<file path="src/rtl/rr_arbiter_8.sv">
// Round-robin arbiter for eight requesters sharing one 3x8 decoder.
// One grant at a time, bounded hold time, one idle cycle between owners.
module rr_arbiter_8 #(
    parameter int N_REQ    = 8,
    parameter int MAX_HOLD = 15,
    parameter int HOLD_W   = 4
) (
    input  logic              clk,
    input  logic              rst,
    input  logic [N_REQ-1:0]  req,
    output logic [N_REQ-1:0]  gnt,
    output logic [2:0]        gnt_idx,
    output logic              gnt_valid,
    output logic              preempt
);

    typedef enum logic [0:0] {
        IDLE  = 1'b0,
        GRANT = 1'b1
    } state_t;

    state_t             state_r, state_nx_s;
    logic [N_REQ-1:0]   gnt_r, gnt_nx_s;
    logic [2:0]         gnt_idx_r, gnt_idx_nx_s;
    logic               gnt_valid_r, gnt_valid_nx_s;
    logic               preempt_r, preempt_nx_s;
    logic [2:0]         ptr_r, ptr_nx_s;
    logic [HOLD_W-1:0]  cnt_r, cnt_nx_s;
    logic               timeout_s;
    logic               held_s;

    // First set request at or above p, wrapping modulo 8.
    function automatic logic [2:0] rr_pick(input logic [N_REQ-1:0] r, input logic [2:0] p);
        logic [2:0] cand;
        logic [2:0] pick;
        logic       found;
        pick  = p;
        found = 1'b0;
        for (int i = 0; i < N_REQ; i++) begin
            cand = p + 3'(i);
            if (!found && r[cand]) begin
                pick  = cand;
                found = 1'b1;
            end else begin
                found = found;
            end
        end
        return pick;
    endfunction

    assign timeout_s = (cnt_r == HOLD_W'(MAX_HOLD - 1));
    assign held_s    = req[gnt_idx_r];

    // Next-state and next-output computation for the arbitration FSM.
    always_comb begin
        state_nx_s     = state_r;
        gnt_idx_nx_s   = gnt_idx_r;
        gnt_valid_nx_s = gnt_valid_r;
        preempt_nx_s   = 1'b0;
        ptr_nx_s       = ptr_r;
        cnt_nx_s       = cnt_r;
        gnt_nx_s       = {N_REQ{1'b0}};
        case (state_r)
            IDLE: begin
                if (req != {N_REQ{1'b0}}) begin
                    state_nx_s     = GRANT;
                    gnt_idx_nx_s   = rr_pick(req, ptr_r);
                    gnt_valid_nx_s = 1'b1;
                    cnt_nx_s       = {HOLD_W{1'b0}};
                end else begin
                    gnt_valid_nx_s = 1'b0;
                end
            end
            GRANT: begin
                if (!held_s || timeout_s) begin
                    // A drop on the last allowed cycle is a release, not a preemption.
                    state_nx_s     = IDLE;
                    gnt_valid_nx_s = 1'b0;
                    ptr_nx_s       = gnt_idx_r + 3'd1;
                    cnt_nx_s       = {HOLD_W{1'b0}};
                    preempt_nx_s   = timeout_s && held_s;
                end else begin
                    gnt_valid_nx_s = 1'b1;
                    cnt_nx_s       = cnt_r + HOLD_W'(1);
                end
            end
            default: begin
                state_nx_s     = IDLE;
                gnt_valid_nx_s = 1'b0;
            end
        endcase
        if (gnt_valid_nx_s) begin
            gnt_nx_s = N_REQ'(1) << gnt_idx_nx_s;
        end else begin
            gnt_nx_s = {N_REQ{1'b0}};
        end
    end

    // State and output registers; synchronous reset overrides everything.
    always_ff @(posedge clk) begin
        if (rst) begin
            state_r     <= IDLE;
            gnt_r       <= {N_REQ{1'b0}};
            gnt_idx_r   <= 3'd0;
            gnt_valid_r <= 1'b0;
            preempt_r   <= 1'b0;
            ptr_r       <= 3'd0;
            cnt_r       <= {HOLD_W{1'b0}};
        end else begin
            state_r     <= state_nx_s;
            gnt_r       <= gnt_nx_s;
            gnt_idx_r   <= gnt_idx_nx_s;
            gnt_valid_r <= gnt_valid_nx_s;
            preempt_r   <= preempt_nx_s;
            ptr_r       <= ptr_nx_s;
            cnt_r       <= cnt_nx_s;
        end
    end

    assign gnt       = gnt_r;
    assign gnt_idx   = gnt_idx_r;
    assign gnt_valid = gnt_valid_r;
    assign preempt   = preempt_r;

endmodule

</file>
<file path="config.mk">
export PLATFORM = sky130hd
export DESIGN_NAME = rr_arbiter_8
export DESIGN_NICKNAME = d
export VERILOG_FILES = /design/src/rtl/rr_arbiter_8.sv
export SDC_FILE = /design/constraint.sdc
export NUM_CORES = 1
export LEC_CHECK = 0
export ABC_CLOCK_PERIOD_IN_PS = 6400
export CORE_MARGIN = 1
export CORE_UTILIZATION = 25
export DETAILED_ROUTE_END_ITERATION = 8
export RECOVER_POWER = 25
export SLEW_MARGIN = 20
export SYNTH_ARGS = -nofsm -noshare
export SYNTH_HDL_FRONTEND = slang
export SYNTH_SLANG_ARGS = --single-unit
export TNS_END_PERCENT = 1
</file>
<file path="constraint.sdc">
create_clock -name clk -period 6.4 [get_ports clk]
set_input_delay 0.64 -clock clk [delete_from_list [all_inputs] [get_ports clk]]
set_output_delay 0.64 -clock clk [all_outputs]
set_load 0.05 [all_outputs]
</file>
==> results of run 1 <==
-- flip-flops by register name, indices dropped and copies added (netlist names) --
name	cells
cnt_r	4
gnt	8
gnt_idx	3
gnt_valid	1
preempt	1
ptr_r	3
-- worst min-delay path by stage --
| stage | start | end | slack, ns | cells after the start |
|---|---|---|---|---|
| 6_report | cnt_r[3] | cnt_r[3] | 0.50 | 2 |
| 5_1_grt | cnt_r[3] | cnt_r[3] | 0.53 | 2 |
| 2_1_floorplan | cnt_r[3] | preempt | 0.45 | 2 |
| 3_3_place_gp | cnt_r[3] | cnt_r[3] | 0.48 | 2 |
| 4_1_cts | cnt_r[3] | cnt_r[3] | 0.50 | 2 |
| 3_5_place_dp | cnt_r[3] | preempt | 0.48 | 2 |
-- area by class of cell --
type	count	area, um2	share of cell area [%]
clock buffers	3	41.3	1.89
clock inverters	1	30.0	1.38
inverters	4	15.0	0.688
multi-input cells	164	1350	61.8
flip-flops and latches	20	400	18.3
well taps	96	120	5.50
repair buffers	23	228	10.4
-- cells in the final DEF, fill, tap and decap left out, types with 6 or more instances in the layout --
cell             count
nand2_1             15
dlygate4sd3_1        8
nor2_1              19
mux2i_1             13
clkdlybuf4s50_1     14
a21oi_1             10
dfxtp_1             20
mux4_2              11
a211oi_1             7
mux2_2               6
-- logic make-up (layout without fill, tap and decap cells) --
family / count (synthesis) / count (layout) / synth area share [%]
simple gates: 71 / 71 / 20.9
compound gates: 50 / 50 / 20.2
mux: 33 / 33 / 27.4
flops: 20 / 20 / 22.1
buf+inv: 14 / 31 / 3.59
fa+ha+maj: 5 / 5 / 3.45
xor+xnor: 5 / 5 / 2.42
-- per-layer routing --
metal / wire length, um / track usage [%] / share of wire [%] / vias up
li1: - / - / - / 803
met1: 2120 / 16.3 / 48 / 789
met2: 2120 / 20.2 / 48 / 39
met3: 133 / 1.99 / 3.0 / 6
met4: 41 / 1.79 / 0.93 / 0
met5: 0 / 0 / 0 / -
-- power by group through the flow --
stage | Clock [mW] | Combinational, mW | Sequential, mW
after global placement | 0 | 0.681 | 0.205
after global routing | 0.134 | 0.737 | 0.207
after CTS | 0.128 | 0.680 | 0.202
after floorplan | 0 | 0.480 | 0.258
final | 0.125 | 0.684 | 0.201
after detailed placement | 0 | 0.677 | 0.205
-- metrics by stage --
stage               util (%)  cell area, um2  setup WS, ns  total power, mW
floorplan                  -            1810          2.89            0.738
global placement        30.6            2110          2.16            0.886
global route            31.6            2180          1.71             1.08
detailed placement      30.6            2110          2.06            0.882
finish                  31.6            2180          2.03             1.01
CTS                     31.6            2180          2.06             1.01
-- critical path: cells and delay by family (launching register included) --
family / cells / cell delay (ns)
AO/OA/AOI/OAI: 3 / 0.59
adder cells (fa/ha/maj): 1 / 0.81
buffers and inverters: 1 / 0.18
flip-flops: 1 / 0.71
multiplexers: 2 / 1.09
AND/OR/NAND/NOR: 3 / 0.92
==> metrics.md, run 1 <==
| Metric | Value |
|---|---|
| PwrDens | 463 nW/um2 |
| Remaining routing DRC violations | 0 |
| Sequential share of power | 19.9% |
| Post-Place Cells | 307 |
| Vias in the first global route | 1,580 |
| TritonRoute pass-1 iters | 4 |
| RSZ-0062 raised after global routing | false |
| Resized cells post-CTS | 0 |
| Layout Area Growth over Synthesis | 20.4% |
| Fill count | approximately 750 |
| Synth Instances | just under 200 |
| Kind of critical path | reg -> reg |
| Final max-slew violation count | 0 |
| Synth Net Count | 213 |
| I/O Buffers | 22 |
| Power Internal | 0.523 mW |
| Worst path cell trace | inv_1 > ha_1 > mux4_1 > mux2i_2 > and2_1 > o21ai_2 > or4_4 > a221oi_2 > o21bai_4 > nor3b_2 |
| R2R depth | 10 |
| CTS buffer count | 3 |
| Die X | 87.2 um |
| Worst path max stage delay | roughly 0.8 ns |
| Distinct cells, synth | 56 |
| CP endpoint | gnt[3] |
| Share of cells above drive strength 1 | 14.0% |
| Fin Setup TNS | 0 ns |
| R2R Setup Slk | 2.03 ns |
| Leakage | around 0.76 nW |
| Average wire per standard cell | 14.2 um |
| Skew final | 0.00371 ns |
| Top Ports | 23 |
| CTS H-tree depth | 1 |
| Post-CTS setup buffer count | 0 |
| Row Count | 30 |
| Ys flop type | dfxtp_1 |
| HPWL Detailed | 3.28 mm |
| Slowest cell on crit path | ha_1 |
| Top-area cell type share of the netlist area | 22.1% |
| Post-synth top cells | dfxtp_1 (20), nor2_1 (19), nand2_1 (15) |
| Yosys warns | 0 |
| Antenna cells | 0 |
| Max-cap violations | 0 |
| Worst r2r src | ptr_r[1] |
| WP data required | 6.59 ns |
| Top-count cell post-synth | dfxtp_1 |
| Initial DRC Count | 99 |
| Nets | 231 |
| Share of synthesized registers carrying an async set or reset | 0% |
| Crit path launch | ptr_r[1] |
| Status | completed |
| Post-synth top area cell | dfxtp_1 |
| Hold Buf Count CTS | 0 |
| Worst EP arrival | 4.56 ns |
| FF+latch count, synth | 20 |
| Area contributors post-synth | dfxtp_1 (22%), mux4_2 (14%), mux2i_1 (7.2%), nor2_1 (3.9%), mux2_2 (3.7%) |
| Peak supply drop | 0.243 mV |
| Root buffer cell | clkbuf_8 |
| CTS sink count | 20 |
| Total grt overflow | 0 |
| Average size of a mapped cell | 9.16 um2 |
| GPL Wtd Cong | ~0.95 |
| Hold WC Path Type | reg -> reg |
| EDFF count, synth | 0 |
| Worst Max-Slew Pin Slew | 0.733 ns |
| Drt via density | ~5.3 |
| Clk pwr share | about an eighth |
| Clk Latency, worst-skew pair | 0.26 ns |
| Final period util | 68.2% |
| Crit end category | flip-flop |
| Minimum clock period | between 4 and 5 ns |
| Die height | 87.2 um |
| Worst setup SP type | flip-flop |
| Die Area | roughly 7600 um2 |
| Largest net degree at the start of global routing | 21 |
| First-pass GRT wire length | 7.37 mm |
| Core region area | 6910 um2 |
| CTS max path bufs | 2 |
| Final hold vios | 0 |
| Setup violators final | 0 |
| CTS tree | done |
| Initial antenna violation count | 0 |
| Combinational share of power | 67.7% |
| Clock-pin slew on the worst setup and hold paths | ~0.080 ns |
| Via count | 1,637 |
| Reg-to-Reg End | gnt[3] |
| Switching share of total power | 48.2% |
| Routed WL | between 4 and 5 mm |
| Mapped Area | 1810 um2 |
| DRT antenna net count | 0 |
| Crit path max fanout | 20 |
| Post-synthesis sequential area ratio | 22.1% |
| Fmax | 229 MHz |
| Slew HR | about half |
| Final std cells w/o fill | 311 |
| GRT Util Overall | 11.9% |
| Hold WS | 0.499 ns |
| Initial Util | 26.3% |
| Psw | 0.487 mW |
Power figures use the tool's default switching activity.
==> run 2, diff against run 1 <==
--- a/config.mk
+++ b/config.mk
@@ -5,7 +5,7 @@
 export SDC_FILE = /design/constraint.sdc
 export NUM_CORES = 1
 export LEC_CHECK = 0
-export ABC_CLOCK_PERIOD_IN_PS = 6400
+export ABC_CLOCK_PERIOD_IN_PS = 4470
 export CORE_MARGIN = 1
 export CORE_UTILIZATION = 25
 export DETAILED_ROUTE_END_ITERATION = 8
==> constraint.sdc (replaced) <==
create_clock -name clk -period 4.47 [get_ports clk]
set_input_delay 0.447 -clock clk [delete_from_list [all_inputs] [get_ports clk]]
set_output_delay 0.447 -clock clk [all_outputs]
set_load 0.05 [all_outputs]
==> run 2 against run 1 <==
Compared with the run above: global-route usage is 0.47 points higher; largest power group unchanged; worst setup slack lost 1.3 ns; critical endpoint unchanged; sequential cell count stayed put; critical path type unchanged; non-clock buffer count rose by 2; routed wire length up 1.8%.
==> metrics.md, run 2 (synthesis gave the netlist of run 1 again) <==
| Metric | Value |
|---|---|
| Post-CTS setup buffer count | 0 |
| Vias in the first global route | between 1,500 and 2,000 |
| Worst Max-Slew Pin Slew | between 0.6 and 0.7 ns |
| Final max-slew violation count | 0 |
| PwrDens | ~660 nW/um2 |
| Worst path max stage delay | 0.59 ns |
| I/O Buffers | 22 |
| Average wire per standard cell | 14.3 um |
| WP data required | 4.66 ns |
| Most frequent cells in the layout | dfxtp_1 (20), nor2_1 (19), nand2_1 (15) |
| Slowest cell on crit path | dfxtp_1 |
| Crit end category | flip-flop |
| CTS max path bufs | 2 |
| Final period util | between 80 and 90% |
| Crit path max fanout | 19 |
| Status | completed |
| CTS buffer count | 3 |
| CTS tree | done |
| Die height | 87.2 um |
| First-pass GRT wire length | around 7.4 mm |
| Worst EP arrival | 3.92 ns |
| Worst setup SP type | flip-flop |
| Top Ports | 23 |
| Peak supply drop | 0.356 mV |
| GPL Wtd Cong | around 0.82 |
| Leakage | 0.774 nW |
| Antenna cells | 0 |
| Share of cells above drive strength 1 | between 10 and 15% |
| Most common cell after layout, fill and taps aside | dfxtp_1 |
| Row Count | 30 |
| Max reg flops | 8 |
| Clk Latency, worst-skew pair | 0.26 ns |
| Drt via density | approximately 5.2 |
| Skew final | about 0.0035 ns |
| Initial DRC Count | 125 |
| Die Area | between 7000 and 8000 um2 |
| Remaining routing DRC violations | 0 |
| CTS sink count | 20 |
| Via count | 1,628 |
| Die X | 87.2 um |
| Hold WC Path Type | reg -> reg |
| Initial antenna violation count | 0 |
| Core region area | 6910 um2 |
| Clock-pin slew on the worst setup and hold paths | 0.08 ns |
| Routed WL | 4.49 mm |
| Pre-CTS WS | 0.738 ns |
| Fmax | 268 MHz |
| Largest net degree at the start of global routing | 20 |
| CTS H-tree depth | 1 |
| Minimum clock period | 3.73 ns |
| DRT antenna net count | 0 |
| Nets | 233 |
| GRT Util Overall | 12.4% |
| Slew HR | 58.4% |
| Layout Area Growth over Synthesis | 21.2% |
| Final worst slack | 0.739 ns |
| HPWL Detailed | roughly 3.4 mm |
| Fin Setup TNS | 0 ns |
| Initial Util | 26.3% |
| Final design utilization | 31.8% |
| Max-cap violations | 0 |
| TritonRoute pass-1 iters | 4 |
| Setup violators final | 0 |
| Total grt overflow | 0 |
| Hold Buf Count CTS | 0 |
| Worst path cell trace | inv_1 > ha_1 > buf_4 > mux4_2 > mux2i_1 > and2_0 > o21ai_2 > or4_4 > a221oi_2 > o21bai_4 > nor3b_2 |
| Pwr Total | 1.45 mW |
| Hold WS | 0.495 ns |
| Kind of critical path | reg -> reg |
| RSZ-0062 raised after global routing | false |
| Resized cells post-CTS | 0 |
| Root buffer cell | clkbuf_8 |
| Final hold vios | 0 |
[run 2: final timing paths]
check | slack, ns | end | cells after the start | start
max reg2reg | 0.74 | gnt[3] | 11 | ptr_r[1]
max | 0.74 | gnt[3] | 11 | ptr_r[1]
min | 0.50 | cnt_r[3] | 2 | cnt_r[3]
min reg2reg | 0.50 | cnt_r[3] | 2 | cnt_r[3]
[run 2: critical path, delay by kind of cell, from the launching register on]
family / cells / cell delay (ns)
simple gates: 3 / 0.99
fa+ha+maj: 1 / 0.34
mux: 2 / 0.67
buf+inv: 2 / 0.44
flops: 1 / 0.59
compound gates: 3 / 0.62
[run 2: layout make-up]
type                            instances  area (um2)
Tap cell                               96         120
Timing Repair Buffer                   25         243
Fill cell                             741        4710
Multi-Input combinational cell        164        1350
Sequential cell                        20         400
Clock inverter                          1        30.0
Inverter                                4        15.0
Clock buffer                            3        41.3
[run 2: power breakdown]
group	leakage, nW	internal [mW]	switching, mW
sequential	0.163	0.221	0.0706
clock	0.0357	0.120	0.0616
combinational	0.576	0.413	0.569
[run 2: metrics by stage]
stage / std cells / area, um2
final: 313 / 2200
after global routing: 313 / 2200
after CTS: 313 / 2200
after detailed placement: 309 / 2130
after global placement: 309 / 2130
after floorplan: 198 / 1810
[run 2: per-layer routing]
metal | routed length (um) | track usage (%) | part of all wire (%)
met5 | 0 | 0 | 0
met1 | 2080 | 16.4 | 46
met3 | 205 | 2.46 | 4.6
met2 | 2120 | 20.3 | 47
met4 | 80 | 4.17 | 1.8
